$ cat src/rtl/axil_gpio_pkg.sv
// axil_gpio_pkg: shared definitions for the AXI4-Lite GPIO responder.
//   - Register indices (address bits [4:2]) of the GPIO register map
//   - AXI response codes
//   - Write/read channel FSM state types
//   - strb_to_mask: expands a 4-bit WSTRB into a 32-bit bit mask
package axil_gpio_pkg;

  localparam logic [2:0] REG_OUT   = 3'd0;  // 0x00 rw
  localparam logic [2:0] REG_OE    = 3'd1;  // 0x04 rw
  localparam logic [2:0] REG_IN    = 3'd2;  // 0x08 ro
  localparam logic [2:0] REG_SET   = 3'd3;  // 0x0C w1s on OUT
  localparam logic [2:0] REG_CLR   = 3'd4;  // 0x10 w1c on OUT
  localparam logic [2:0] REG_ISTAT = 3'd5;  // 0x14 w1c
  localparam logic [2:0] REG_IMASK = 3'd6;  // 0x18 rw

  localparam logic [1:0] RESP_OKAY   = 2'b00;
  localparam logic [1:0] RESP_SLVERR = 2'b10;

  typedef enum logic {
    W_COLLECT = 1'b0,
    W_RESP    = 1'b1
  } w_state_t;

  typedef enum logic {
    R_IDLE  = 1'b0,
    R_VALID = 1'b1
  } r_state_t;

  function automatic logic [31:0] strb_to_mask(input logic [3:0] strb);
    logic [31:0] m;
    m = '0;
    for (int unsigned i = 0; i < 4; i++) begin
      m[i*8 +: 8] = {8{strb[i]}};
    end
    return m;
  endfunction

endpackage

$ cat src/rtl/axil_gpio_slave_if.sv
// axil_gpio_slave_if: AXI4-Lite bus bundle between the interconnect master
// and the GPIO responder.
//   AW: S_AWADDR/S_AWVALID/S_AWREADY   W: S_WDATA/S_WSTRB/S_WVALID/S_WREADY
//   B : S_BRESP/S_BVALID/S_BREADY      AR: S_ARADDR/S_ARVALID/S_ARREADY
//   R : S_RDATA/S_RRESP/S_RVALID/S_RREADY
// Modports: slave (responder side), master (initiator side).
interface axil_gpio_slave_if #(
  parameter int unsigned ADDR_W = 12
);
  logic [ADDR_W-1:0] S_AWADDR;
  logic              S_AWVALID;
  logic              S_AWREADY;
  logic [31:0]       S_WDATA;
  logic [3:0]        S_WSTRB;
  logic              S_WVALID;
  logic              S_WREADY;
  logic [1:0]        S_BRESP;
  logic              S_BVALID;
  logic              S_BREADY;
  logic [ADDR_W-1:0] S_ARADDR;
  logic              S_ARVALID;
  logic              S_ARREADY;
  logic [31:0]       S_RDATA;
  logic [1:0]        S_RRESP;
  logic              S_RVALID;
  logic              S_RREADY;

  modport slave (
    input  S_AWADDR, S_AWVALID, S_WDATA, S_WSTRB, S_WVALID, S_BREADY,
           S_ARADDR, S_ARVALID, S_RREADY,
    output S_AWREADY, S_WREADY, S_BRESP, S_BVALID, S_ARREADY,
           S_RDATA, S_RRESP, S_RVALID
  );

  modport master (
    output S_AWADDR, S_AWVALID, S_WDATA, S_WSTRB, S_WVALID, S_BREADY,
           S_ARADDR, S_ARVALID, S_RREADY,
    input  S_AWREADY, S_WREADY, S_BRESP, S_BVALID, S_ARREADY,
           S_RDATA, S_RRESP, S_RVALID
  );
endinterface

$ cat src/rtl/gpio_in_sync.sv
// gpio_in_sync: GPIO_W-wide two-flop synchronizer for asynchronous pin inputs.
//   clk in  : sampling clock
//   rst in  : synchronous active-high reset, clears both stages
//   d   in  : asynchronous pin values
//   q   out : synchronized values (2 cycles latency)
module gpio_in_sync #(
  parameter int unsigned GPIO_W = 16
) (
  input  logic              clk,
  input  logic              rst,
  input  logic [GPIO_W-1:0] d,
  output logic [GPIO_W-1:0] q
);
  logic [GPIO_W-1:0] meta_q, meta_d;
  logic [GPIO_W-1:0] sync_q, sync_d;

  always_comb begin
    meta_d = d;
    sync_d = meta_q;
  end

  always_ff @(posedge clk) begin
    if (rst) begin
      meta_q <= '0;
      sync_q <= '0;
    end else begin
      meta_q <= meta_d;
      sync_q <= sync_d;
    end
  end

  assign q = sync_q;
endmodule

$ cat src/rtl/axil_gpio_slave.sv
// axil_gpio_slave: AXI4-Lite responder for the SoC GPIO block.
//   aclk/areset : clock, synchronous active-high reset
//   s           : AXI4-Lite slave bus (axil_gpio_slave_if.slave)
//   gpio_in     : asynchronous pin inputs (2-flop synchronized)
//   gpio_out    : output data register
//   gpio_oe     : output enable register (1 = drive)
//   irq         : level interrupt
// Register map (addr[4:2]): OUT, OE, IN, OUT_SET, OUT_CLR, IRQ_STAT, IRQ_MASK;
// index 7 is unmapped (SLVERR). One outstanding transaction per direction.
// Build option: define GPIO_IRQ_EN to enable edge-detect interrupt logic;
// otherwise IRQ_STAT/IRQ_MASK read 0, ignore writes, and irq is tied 0.
module axil_gpio_slave
  import axil_gpio_pkg::*;
#(
  parameter int unsigned ADDR_W = 12,
  parameter int unsigned GPIO_W = 16
) (
  input  logic              aclk,
  input  logic              areset,
  axil_gpio_slave_if.slave  s,
  input  logic [GPIO_W-1:0] gpio_in,
  output logic [GPIO_W-1:0] gpio_out,
  output logic [GPIO_W-1:0] gpio_oe,
  output logic              irq
);

  logic [GPIO_W-1:0] sync_in;

  gpio_in_sync #(.GPIO_W(GPIO_W)) u_sync (
    .clk (aclk),
    .rst (areset),
    .d   (gpio_in),
    .q   (sync_in)
  );

  // Write channel state
  w_state_t          w_state_q, w_state_d;
  logic              aw_full_q, aw_full_d;
  logic [2:0]        aw_idx_q, aw_idx_d;
  logic              w_full_q, w_full_d;
  logic [GPIO_W-1:0] w_data_q, w_data_d;
  logic [3:0]        w_strb_q, w_strb_d;
  logic [1:0]        bresp_q, bresp_d;

  // Register file
  logic [GPIO_W-1:0] out_q, out_d;
  logic [GPIO_W-1:0] oe_q, oe_d;

  // Read channel state
  r_state_t          r_state_q, r_state_d;
  logic [31:0]       rdata_q, rdata_d;
  logic [1:0]        rresp_q, rresp_d;

  logic [ADDR_W-1:0] aw_addr, ar_addr;
  logic              aw_rdy, w_rdy, ar_rdy, aw_hs, w_hs, commit;
  logic [2:0]        wr_idx;
  logic [GPIO_W-1:0] wr_data, wr_mask, wr_bits;
  logic [3:0]        wr_strb;
  logic [31:0]       wr_mask32;
  logic [31:0]       rd_val;
  logic [1:0]        rd_resp;

`ifdef GPIO_IRQ_EN
  logic [GPIO_W-1:0] prev_q, prev_d;
  logic [GPIO_W-1:0] stat_q, stat_d;
  logic [GPIO_W-1:0] mask_q, mask_d;
  logic [GPIO_W-1:0] stat_clr, edges;
  logic              irq_q, irq_d;

  // A pin edge in the same cycle as a W1C of that bit wins (OR after clear).
  always_comb begin
    prev_d = sync_in;
    edges  = sync_in ^ prev_q;
    stat_d = (stat_q & ~stat_clr) | edges;
    irq_d  = |(stat_q & mask_q);
  end

  assign irq = irq_q;
`else
  assign irq = 1'b0;
`endif

  assign aw_addr = s.S_AWADDR;
  assign ar_addr = s.S_ARADDR;

  // Write path: AW and W are buffered independently; the commit uses the
  // buffered copy or the live bus value, whichever handshake came last.
  always_comb begin
    w_state_d = w_state_q;
    aw_full_d = aw_full_q;
    aw_idx_d  = aw_idx_q;
    w_full_d  = w_full_q;
    w_data_d  = w_data_q;
    w_strb_d  = w_strb_q;
    bresp_d   = bresp_q;
    out_d     = out_q;
    oe_d      = oe_q;
`ifdef GPIO_IRQ_EN
    mask_d    = mask_q;
    stat_clr  = '0;
`endif

    aw_rdy = !areset && (w_state_q == W_COLLECT) && !aw_full_q;
    w_rdy  = !areset && (w_state_q == W_COLLECT) && !w_full_q;
    aw_hs  = s.S_AWVALID && aw_rdy;
    w_hs   = s.S_WVALID && w_rdy;

    wr_idx    = aw_full_q ? aw_idx_q : aw_addr[4:2];
    wr_data   = w_full_q ? w_data_q : s.S_WDATA[GPIO_W-1:0];
    wr_strb   = w_full_q ? w_strb_q : s.S_WSTRB;
    wr_mask32 = strb_to_mask(wr_strb);
    wr_mask   = wr_mask32[GPIO_W-1:0];
    wr_bits   = wr_data & wr_mask;
    commit    = (w_state_q == W_COLLECT) && (aw_full_q || aw_hs) && (w_full_q || w_hs);

    if (aw_hs) begin
      aw_full_d = 1'b1;
      aw_idx_d  = aw_addr[4:2];
    end
    if (w_hs) begin
      w_full_d = 1'b1;
      w_data_d = s.S_WDATA[GPIO_W-1:0];
      w_strb_d = s.S_WSTRB;
    end

    case (w_state_q)
      W_COLLECT: begin
        if (commit) begin
          aw_full_d = 1'b0;
          w_full_d  = 1'b0;
          w_state_d = W_RESP;
          bresp_d   = RESP_OKAY;
          case (wr_idx)
            REG_OUT:   out_d = (out_q & ~wr_mask) | wr_bits;
            REG_OE:    oe_d  = (oe_q & ~wr_mask) | wr_bits;
            REG_IN:    ;
            REG_SET:   out_d = out_q | wr_bits;
            REG_CLR:   out_d = out_q & ~wr_bits;
`ifdef GPIO_IRQ_EN
            REG_ISTAT: stat_clr = wr_bits;
            REG_IMASK: mask_d = (mask_q & ~wr_mask) | wr_bits;
`else
            REG_ISTAT: ;
            REG_IMASK: ;
`endif
            default:   bresp_d = RESP_SLVERR;
          endcase
        end
      end
      W_RESP: begin
        if (s.S_BREADY) w_state_d = W_COLLECT;
      end
      default: w_state_d = W_COLLECT;
    endcase
  end

  // Read path: data is captured at the AR handshake, so a read coinciding
  // with a write commit returns the pre-write register value.
  always_comb begin
    r_state_d = r_state_q;
    rdata_d   = rdata_q;
    rresp_d   = rresp_q;
    rd_val    = '0;
    rd_resp   = RESP_OKAY;
    ar_rdy    = !areset && (r_state_q == R_IDLE);

    case (ar_addr[4:2])
      REG_OUT:   rd_val[GPIO_W-1:0] = out_q;
      REG_OE:    rd_val[GPIO_W-1:0] = oe_q;
      REG_IN:    rd_val[GPIO_W-1:0] = sync_in;
      REG_SET:   ;
      REG_CLR:   ;
`ifdef GPIO_IRQ_EN
      REG_ISTAT: rd_val[GPIO_W-1:0] = stat_q;
      REG_IMASK: rd_val[GPIO_W-1:0] = mask_q;
`else
      REG_ISTAT: ;
      REG_IMASK: ;
`endif
      default:   rd_resp = RESP_SLVERR;
    endcase

    case (r_state_q)
      R_IDLE: begin
        if (s.S_ARVALID && ar_rdy) begin
          r_state_d = R_VALID;
          rdata_d   = rd_val;
          rresp_d   = rd_resp;
        end
      end
      R_VALID: begin
        if (s.S_RREADY) r_state_d = R_IDLE;
      end
      default: r_state_d = R_IDLE;
    endcase
  end

  always_ff @(posedge aclk) begin
    if (areset) begin
      w_state_q <= W_COLLECT;
      aw_full_q <= 1'b0;
      aw_idx_q  <= '0;
      w_full_q  <= 1'b0;
      w_data_q  <= '0;
      w_strb_q  <= '0;
      bresp_q   <= RESP_OKAY;
      out_q     <= '0;
      oe_q      <= '0;
      r_state_q <= R_IDLE;
      rdata_q   <= '0;
      rresp_q   <= RESP_OKAY;
`ifdef GPIO_IRQ_EN
      prev_q    <= '0;
      stat_q    <= '0;
      mask_q    <= '0;
      irq_q     <= 1'b0;
`endif
    end else begin
      w_state_q <= w_state_d;
      aw_full_q <= aw_full_d;
      aw_idx_q  <= aw_idx_d;
      w_full_q  <= w_full_d;
      w_data_q  <= w_data_d;
      w_strb_q  <= w_strb_d;
      bresp_q   <= bresp_d;
      out_q     <= out_d;
      oe_q      <= oe_d;
      r_state_q <= r_state_d;
      rdata_q   <= rdata_d;
      rresp_q   <= rresp_d;
`ifdef GPIO_IRQ_EN
      prev_q    <= prev_d;
      stat_q    <= stat_d;
      mask_q    <= mask_d;
      irq_q     <= irq_d;
`endif
    end
  end

  assign s.S_AWREADY = aw_rdy;
  assign s.S_WREADY  = w_rdy;
  assign s.S_BVALID  = !areset && (w_state_q == W_RESP);
  assign s.S_BRESP   = bresp_q;
  assign s.S_ARREADY = ar_rdy;
  assign s.S_RVALID  = !areset && (r_state_q == R_VALID);
  assign s.S_RDATA   = rdata_q;
  assign s.S_RRESP   = rresp_q;
  assign gpio_out    = out_q;
  assign gpio_oe     = oe_q;

  // Address bits outside [4:2], data above GPIO_W and upper strobe lanes
  // carry no function in this block.
  logic unused_bits;
  assign unused_bits = ^{aw_addr, ar_addr, s.S_WDATA, wr_mask32};

endmodule

$ cat src/flat_wrapper.sv
// flat-port wrapper written by rule: the top's interface ports become plain ports
module axil_gpio_slave_flat import axil_gpio_pkg::*;
#(
  parameter int unsigned ADDR_W = 12,
  parameter int unsigned GPIO_W = 16
)
  (aclk, areset, gpio_in, gpio_out, gpio_oe, irq, s_S_AWADDR, s_S_AWVALID, s_S_WDATA, s_S_WSTRB, s_S_WVALID, s_S_BREADY, s_S_ARADDR, s_S_ARVALID, s_S_RREADY, s_S_AWREADY, s_S_WREADY, s_S_BRESP, s_S_BVALID, s_S_ARREADY, s_S_RDATA, s_S_RRESP, s_S_RVALID);
  axil_gpio_slave_if #(.ADDR_W(ADDR_W)) s_i ();
  input  logic aclk;
  input  logic areset;
  input  logic [GPIO_W-1:0] gpio_in;
  output logic [GPIO_W-1:0] gpio_out;
  output logic [GPIO_W-1:0] gpio_oe;
  output logic irq;
  input wire logic [$bits(s_i.S_AWADDR)-1:0] s_S_AWADDR;
  input wire logic [$bits(s_i.S_AWVALID)-1:0] s_S_AWVALID;
  input wire logic [$bits(s_i.S_WDATA)-1:0] s_S_WDATA;
  input wire logic [$bits(s_i.S_WSTRB)-1:0] s_S_WSTRB;
  input wire logic [$bits(s_i.S_WVALID)-1:0] s_S_WVALID;
  input wire logic [$bits(s_i.S_BREADY)-1:0] s_S_BREADY;
  input wire logic [$bits(s_i.S_ARADDR)-1:0] s_S_ARADDR;
  input wire logic [$bits(s_i.S_ARVALID)-1:0] s_S_ARVALID;
  input wire logic [$bits(s_i.S_RREADY)-1:0] s_S_RREADY;
  output wire logic [$bits(s_i.S_AWREADY)-1:0] s_S_AWREADY;
  output wire logic [$bits(s_i.S_WREADY)-1:0] s_S_WREADY;
  output wire logic [$bits(s_i.S_BRESP)-1:0] s_S_BRESP;
  output wire logic [$bits(s_i.S_BVALID)-1:0] s_S_BVALID;
  output wire logic [$bits(s_i.S_ARREADY)-1:0] s_S_ARREADY;
  output wire logic [$bits(s_i.S_RDATA)-1:0] s_S_RDATA;
  output wire logic [$bits(s_i.S_RRESP)-1:0] s_S_RRESP;
  output wire logic [$bits(s_i.S_RVALID)-1:0] s_S_RVALID;
  assign s_i.S_AWADDR = s_S_AWADDR;
  assign s_i.S_AWVALID = s_S_AWVALID;
  assign s_i.S_WDATA = s_S_WDATA;
  assign s_i.S_WSTRB = s_S_WSTRB;
  assign s_i.S_WVALID = s_S_WVALID;
  assign s_i.S_BREADY = s_S_BREADY;
  assign s_i.S_ARADDR = s_S_ARADDR;
  assign s_i.S_ARVALID = s_S_ARVALID;
  assign s_i.S_RREADY = s_S_RREADY;
  assign s_S_AWREADY = s_i.S_AWREADY;
  assign s_S_WREADY = s_i.S_WREADY;
  assign s_S_BRESP = s_i.S_BRESP;
  assign s_S_BVALID = s_i.S_BVALID;
  assign s_S_ARREADY = s_i.S_ARREADY;
  assign s_S_RDATA = s_i.S_RDATA;
  assign s_S_RRESP = s_i.S_RRESP;
  assign s_S_RVALID = s_i.S_RVALID;
  axil_gpio_slave #(.ADDR_W(ADDR_W), .GPIO_W(GPIO_W)) u_core (.aclk(aclk), .areset(areset), .s(s_i), .gpio_in(gpio_in), .gpio_out(gpio_out), .gpio_oe(gpio_oe), .irq(irq));
endmodule
$ cat config.mk
export PLATFORM = sky130hd
export DESIGN_NAME = axil_gpio_slave_flat
export DESIGN_NICKNAME = d
export VERILOG_FILES = /design/src/rtl/axil_gpio_pkg.sv /design/src/rtl/axil_gpio_slave_if.sv /design/src/rtl/gpio_in_sync.sv /design/src/rtl/axil_gpio_slave.sv /design/src/flat_wrapper.sv
export SDC_FILE = /design/constraint.sdc
export NUM_CORES = 1
export LEC_CHECK = 0
export CORE_MARGIN = 1.5
export CORE_UTILIZATION = 40
export DETAILED_ROUTE_END_ITERATION = 8
export PLACE_DENSITY = 0.76
export SETUP_SLACK_MARGIN = 0.02
export SYNTH_ARGS = -nofsm -noshare
export SYNTH_HDL_FRONTEND = slang
export SYNTH_HIERARCHICAL = 1
export SYNTH_SLANG_ARGS = --single-unit
$ cat constraint.sdc
create_clock -name aclk -period 1.5 [get_ports aclk]
set_clock_uncertainty 0.1 [all_clocks]
set_input_delay 0.375 -clock aclk [delete_from_list [all_inputs] [get_ports aclk]]
set_output_delay 0.375 -clock aclk [all_outputs]
set_load 0.05 [all_outputs]
== Word-level counts from Yosys, hierarchy flattened ==
Index checks and enable logic that the tools add are counted.
Storage, ports and cells
  bits of input ports: 83
  word-level logic and storage cells: 81
  output and inout port bits: 74
  register bits after elaboration: 109
Cells by class
  bitwise logic cells: 11
  muxes and demuxes: 19
  reductions and logical operators: 25
  eq/ne operators: 12
Operators with widths (number)
  case mux 16 bit (3 select lines): 2
  AND 16 bit: 4
  OR 16 bit: 3
  NOT 16 bit: 2
  == test 3 bit (second input constant): 6
  2-to-1 mux 16 bit: 1
  OR reduction 7 bit: 2
  == test 3 x 2 -> 1 bit (second input constant): 4
  logical AND 1 bit: 11
  2-to-1 mux 1 bit: 10
  == test 3 x 1 -> 1 bit (second input constant): 2
  zero test 3 bit: 2
  2-to-1 mux 2 bit: 3
  AND reduction 3 bit: 2
  case mux 1 bit (2 select lines): 2
  AND reduction 2 bit: 2
  zero test 1 bit: 3
  2-to-1 mux 3 bit: 1
  nonzero test 3 bit: 1
  logical OR 1 bit: 2
  NOT 1 bit: 2

== Depth between registers and ports, before layout ==
Gate-level depths: netlist of the first run.
  depth in word-level cells: 9
  depth in mapped cells: 7
  gate-level depth less buffers: 4

== Hierarchy ==
Netlist of the first run, hierarchy kept.
By module, submodules not included
  axil_gpio_slave: area an instance 3757.4 um^2, sequential area each 1501.4 um^2, cells each 407, instances 1
  gpio_in_sync: area an instance 863.3 um^2, sequential area each 640.6 um^2, cells each 67, instances 1

== Worst setup path before layout of the first run ==
No wires, ideal clock.
  path type: in2reg
  start: in areset
  end: reg u_core.w_data_q[7]
  path buffers: 1
  data required time: 1.268 ns
  stages: 5
  data arrival time: 2.346 ns
  setup time: 0.132 ns
  path slack: -1.078 ns
  cells stage by stage: nor3_1 nand2_1 clkbuf_1 nand2_1 a21oi_1
On the way
  longest elaborated chain between the ends: 4
Ends and longest elaborated chain
  start, declared: line flat_wrapper.sv:10  | input logic areset;
  zero test 1 bit: line axil_gpio_slave.sv:104  | w_rdy = !areset && (w_state_q == W_COLLECT) && !w_full_q;
  logical AND 1 bit (2 in series): line axil_gpio_slave.sv:104
  logical AND 1 bit: line axil_gpio_slave.sv:106  | w_hs = s.S_WVALID && w_rdy;
  end signal, assigned: line axil_gpio_slave.sv:223  | w_data_q <= w_data_d;
  end, declared: line axil_gpio_slave.sv:41  | logic [GPIO_W-1:0] w_data_q, w_data_d;
Several ways; a longest one is shown, not always the timed one.
A chain may end at the register's enable or synchronous reset.

== Worst setup path in the final report of the first run ==
  start: reg u_core.aw_full_q
  end: reg u_core.out_q[9], in the netlist u_core/gpio_out[9]
On the way
  longest elaborated chain between the ends: 7
  elaborated cells on any way between the ends: 13
  those cells by class: eq/ne: 2; mux: 2; reduce/logical: 9
Ends and longest elaborated chain
  start, declared: line axil_gpio_slave.sv:38  | logic aw_full_q, aw_full_d;
  start signal, assigned: line axil_gpio_slave.sv:220  | aw_full_q <= aw_full_d;
  parallel branches: the longest is 7 deep, another holds 2-to-1 mux 3 bit
  end signal, assigned: line axil_gpio_slave.sv:226  | out_q <= out_d;
  end, declared: line axil_gpio_slave.sv:46  | logic [GPIO_W-1:0] out_q, out_d;
Several ways; the timed one is not identified.

==> results of run 1 <==
-- worst paths after layout --
check	from	end	slack, ps	cells past startpoint
setup / recovery	u_core/aw_full_q$_SDFF_PP0_	u_core/gpio_out[9]$_SDFFE_PP0P_	-280	5
hold / removal	u_core/u_sync/meta_q[10]$_SDFF_PP0_	u_core/u_sync/q[10]$_SDFF_PP0_	340	1
setup reg to reg	u_core/aw_full_q$_SDFF_PP0_	u_core/gpio_out[9]$_SDFFE_PP0P_	-280	5
hold reg to reg	u_core/u_sync/meta_q[10]$_SDFF_PP0_	u_core/u_sync/q[10]$_SDFF_PP0_	340	1
-- logic make-up (layout without fill, tap and decap cells) --
group | after synthesis | after routing | synth area share (%)
other cells | 1 | 19 | 0.0812
mux | 39 | 39 | 9.21
xor+xnor | 2 | 2 | 0.379
buf+inv | 56 | 189 | 7.31
compound gates | 97 | 97 | 16.7
simple gates | 172 | 173 | 20.0
flops | 107 | 107 | 46.4
-- stage by stage --
| stage | setup slack [ps] | instance area (µm²) | instances | hold slack (ps) |
|---|---|---|---|---|
| after floorplan | -151 | 4900 | 492 | 314 |
| after global placement | -700 | 6600 | 728 | 323 |
| after detailed placement | -748 | 6600 | 728 | 327 |
| after CTS | -232 | 7350 | 764 | 345 |
| after global routing | -307 | 7510 | 769 | 353 |
| final | -281 | 7510 | 769 | 343 |
-- metal layers --
layer  GRT usage (%)  vias up  wire length [µm]
met5               0        -                 0
met4            10.3        0               307
met3            4.50       32               829
met2            38.1      175              7360
met1            24.4     2044              5430
li1                -     1980                 -
-- area by class of cell --
type	instances	share of cell area, %
inverter	3	0.200
clock inverter	7	1.10
tap	143	2.38
sequential	107	28.7
timing repair buffer	170	30.2
multi-input combinational	330	34.4
clock buffer	9	3.00
-- power groups by stage --
stage          clock network, mW  logic (mW)  registers (mW)
2_1_floorplan                  0       0.671            3.07
3_3_place_gp                   0        1.01            3.05
3_5_place_dp                   0        1.04            3.05
4_1_cts                     2.46        1.19            2.98
5_1_grt                     2.58        1.33            2.99
6_report                    2.43        1.27            2.98
-- repair_timing --
| action | CTS | global route |
|---|---|---|
| pin swaps | 35 | 29 |
| buffers inserted | 15 | 7 |
| resized for setup | 56 | 38 |
| cloned | 5 | 1 |
| endpoints found under the setup margin | 73 | 77 |
-- placed cells by master (no fill, tap or decap), types with 5 or more instances in the layout --
cell             Yosys  routed
dfxtp_1            107     100
buf_12               0      59
buf_4               25      44
clkdlybuf4s50_1      0      38
nand2_1             40      37
nor2b_1             33      33
a21oi_1             38      25
nor2_1              26      23
nor3_1              36      21
mux2i_1             20      19
conb_1               1      19
mux2_2              18      18
nand4_1             18      18
a32o_1              16      16
o2bb2ai_1           16      16
a22oi_2              0      16
buf_6                2      15
a21oi_2              0      13
nor3_2               0      11
clkbuf_16            0      10
dlygate4sd2_1        0       6
dfxtp_2              0       5
-- worst max-delay path: stages (launching register included) --
cell and delay (ps):
dfxtp_4 370, buf_6 130, or3_4 440, nand2_4 130, a41oi_4 180, a32o_1 320
==> run metrics, run 1 <==
outcome complete, but fails checks; failing checks setup timing; largest area contributor in the netlist dfxtp_1; largest net degree at the start of global routing 57; post-synthesis cell count roughly 470; Port Buffer Count about 100; Multi-input gate area between 2000 and 3000 µm²; core footprint approximately 11000 µm²; maximum vdd drop roughly 0.00052 V; Die ar. 12200 µm²; register area 2160 µm²; number of flops mapped to enable cells by yosys 0; Hold Path Class reg -> reg; PnR worst setup slack -281 ps; critical path class reg -> reg; Root Buffer Master clkbuf_16; Clk network pwr share a little over a third; P_sw 1.86 mW; share of cells above drive strength 1 about two fifths; CTS Hold Bufs 0; Clock transition at path regs around 70 ps; setup_tns -8440 ps; most frequent cell after synthesis dfxtp_1; Post-Route WL about 14000 µm; Inserted Diodes 0; RSZ-0062 raised after global routing true; Layout Utilization about two thirds; first-pass GRT wire length between 20000 and 25000 µm; # clock sinks approximately 110; Seq/Total Area, Yosys about 46%; Synth Area per Inst just under 10 µm²; Final setup viols 55; maxcap violations 0; top-area cell type share of the netlist area a little under half; Die H 110 µm; Final #Nets approximately 700; Slew headroom approximately 63%; startpoint types register; Synth top cells by count dfxtp_1, nand2_1, a21oi_1; Power Dens Cells approximately 890 nW/µm²; Comb pwr share around a fifth; DRC marker count from the first detailed-route iteration 286; fin crit period ~1800 ps; Synth warnings 6; Crit. End Element register; fillers roughly 820; fmax between 500 and 600 MHz; starting density of the core 40.8%; Worst Path Required between 1500 and 2000 ps; top post-synthesis cells by area dfxtp_1, nor2b_1, mux2_2; Worst-Skew Late Latency roughly 340 ps; Final ANT Viol Nets 0; post-DP HPWL ~9000 µm; Yosys reg bits 107; top_reg_cell synth dfxtp_1; GRT overflow 0; clk buf depth 2; Ports approximately 160; Sw Share between 20% and 30%; final hold vios 0; vias in the first global route around 4.3k; Synth cell types 43; register share of total power 44.6%; via count approximately 4.2k; Pleak around 2.8 nW; vias per cell about 5.5; Layout Area Growth over Synthesis 62.6%; DR WL/cell around 18 µm; fin crit share 119%; crit-path max FO 8; Total Power around 6.7 mW; mapped cell area approximately 4600 µm²; total clock buffers created by CTS 9; Pint ~4.8 mW; CTS tree yes; initial antenna violation count 0; drt first pass iters 4; fraction of registers with async set/reset 0%; Arrival @ worst endpoint approximately 1900 ps; gpl congestion between 0.8 and 0.9; H-tree depth 3; die width about 110 µm; Tightest Pin Transition between 500 and 600 ps; FP Rows 39; Tot GR Track Use 21.5%; post-route DRC violation count 0; Slew Limit Fails 0
No activity file was read; power rests on OpenSTA's default activity.
==> run 2, diff against run 1 <==
CORE_MARGIN = 4   (was 1.5)
==> run 2 against run 1 <==
  * The run still ends with setup timing left
  * Routed wire length grew 16%
  * Highest routed layer unchanged
  * Total power grew 0.58%
  * Critical path type unchanged
  * Clock-buffer cell count grew 1
  * Critical path depth is the same
  * First-iteration DRC count shrank 9.1%
  * Sequential power is essentially flat
==> run metrics, run 2 (same netlist as run 1, synthesis figures left out) <==
Final #Nets between 700 and 800; FP Rows 38; Clock transition at path regs approximately 80 ps; R2R depth 5; Hold Slack 297 ps; Die ar. 13300 µm²; Die H roughly 120 µm; RSZ-0062 raised after global routing true; Pleak 2.95 nW; critical path class reg -> reg; Hold Path Class in -> reg; maximum vdd drop 0.000679 V; worst path buffer plus inverter count 1; Power Dens Cells roughly 850 nW/µm²; Pint about 4.7 mW; die width approximately 120 µm; H-tree depth 3; # clock sinks between 100 and 150; DR WL/cell 21.0 µm; dpl ws -712 ps; Worst Path Required roughly 1600 ps; core footprint approximately 11000 µm²; maxcap violations 0; max incr delay on CP 390 ps; initial antenna violation count 0; met3 routed WL between 1000 and 1500 µm; cells along the critical path buf_6, or3_4, nand2_4, a41oi_4, a32o_1; reg2reg setup slack -270 ps; fin crit share 118%; metal2 WL about 8600 µm; Tot GR Track Use between 20 and 25%; PnR worst setup slack -270 ps; Metal-1 WL approximately 6000 µm; setup_tns -8030 ps; Hold Path Stages 3; share of cells above drive strength 1 between 40% and 50%; GRT overflow 0; gpl congestion 0.881; post-route DRC violation count 0; outcome complete, but fails checks; first-pass GRT wire length ~22000 µm; fmax roughly 560 MHz; uppermost routed layer met4; Inserted Diodes 0; top cell family by delay on the critical path compound AO/OA/AOI/OAI gates; Sw Share between 20 and 30%; Crit. End Element register; most common cell after layout, fill and taps aside dfxtp_1; Layout Area Growth over Synthesis 70.2%; failing checks setup timing; Clk network pwr share about a third; Port Buffer Count just over 100; clk buf depth 2; Arrival @ worst endpoint roughly 1900 ps; largest net degree at the start of global routing 34; crit-path max FO 8; via count 4432; register share of total power between 40% and 50%; Final setup viols 54; Crit. Startpoint u_core/aw_full_q$_SDFF_PP0_; hold path endpoint u_core/u_sync/meta_q[13]$_SDFF_PP0_; vias in the first global route 4428; drt first pass iters 6; DRC marker count from the first detailed-route iteration 260; Worst-Skew Late Latency around 350 ps; Ports ~160; Crit Reg-Reg Endpoint u_core/gpio_out[12]$_SDFFE_PP0P_; Final ANT Viol Nets 0; startpoint types register; final hold vios 0; Slew Limit Fails 0; hold path start areset; Post-Route WL between 15000 and 20000 µm; P_sw slightly above 2 mW; CTS tree yes; post-DP HPWL between 9000 and 10000 µm; Root Buffer Master clkbuf_16; starting density of the core between 40% and 50%; Layout Utilization between 70 and 80%; critical path's slowest cell dfxtp_4; commonest cells after routing, fill and taps aside dfxtp_1, buf_12, buf_4; fin crit period 1770 ps; worst r2r src u_core/aw_full_q$_SDFF_PP0_; vias per cell between 5 and 6; total clock buffers created by CTS 9; Comb pwr share around a fifth
## run 2: cell types whose count changed in the layout (fill, tap and decap cells not counted), moves of 2 or more
cell,previous run,this run
mux2_4,0,2
nor3_1,21,9
buf_6,15,22
nand2_4,2,10
nor3_2,11,17
mux2_2,18,16
a21oi_1,25,11
buf_4,44,42
a21oi_4,0,5
nand2_2,2,10
a21oi_2,13,22
nand2_1,37,20
nor3_4,4,10
## run 2: worst min-delay path, cell delays in order
cell,delay (ps)
buf_6,140
buf_4,150
nor2b_1,40
## run 2: worst max-delay path by stage
stage,slack [ps],to,cells past startpoint
after detailed placement,-710,register,6
final,-270,u_core/gpio_out[12]$_SDFFE_PP0P_,5
after CTS,-220,s_S_AWREADY,4
after floorplan,-150,u_core/w_data_q[10]$_SDFFE_PP0P_,6
after global routing,-320,u_core/gpio_out[12]$_SDFFE_PP0P_,6
after global placement,-620,register,6
## run 2: timing repair
item                       4_1_cts  5_1_grt
setup endpoints to repair       77       78
cloned                           3        2
pin swaps                       40       66
buffers inserted                21        2
hold buffers                     0        0
hold endpoints to repair         0        0
gates resized for setup         71      103
## run 2: through the flow
step	total power [mW]	cells	area, µm²
4_1_cts	6.52	770	7420
3_5_place_dp	4.12	730	6650
5_1_grt	6.89	772	7870
6_report	6.72	772	7870
3_3_place_gp	4.09	730	6650
2_1_floorplan	3.74	492	4900
## run 2: cell type report
type / instances / area [µm²]
Sequential cell: 107 / 2160
Timing Repair Buffer: 176 / 2350
Fill cell: 719 / 3210
Multi-Input combinational cell: 330 / 2880
Inverter: 3 / 17.5
Clock buffer: 10 / 229
Clock inverter: 6 / 56.3
Tap cell: 140 / 175
## run 2: layer usage
metal  global-route usage (%)  vias up
met3                     3.76       55
met4                     10.5        0
met5                        0        -
met1                     24.9     2150
li1                         -     1983
met2                     38.5      244
## run 2: power by group through the flow
stage	combinational, mW	clock, mW	sequential (mW)
final	1.40	2.33	2.99
after global routing	1.47	2.43	3.00
after CTS	1.22	2.32	2.98
after detailed placement	1.07	0	3.05
after global placement	1.04	0	3.05
after floorplan	0.671	0	3.07
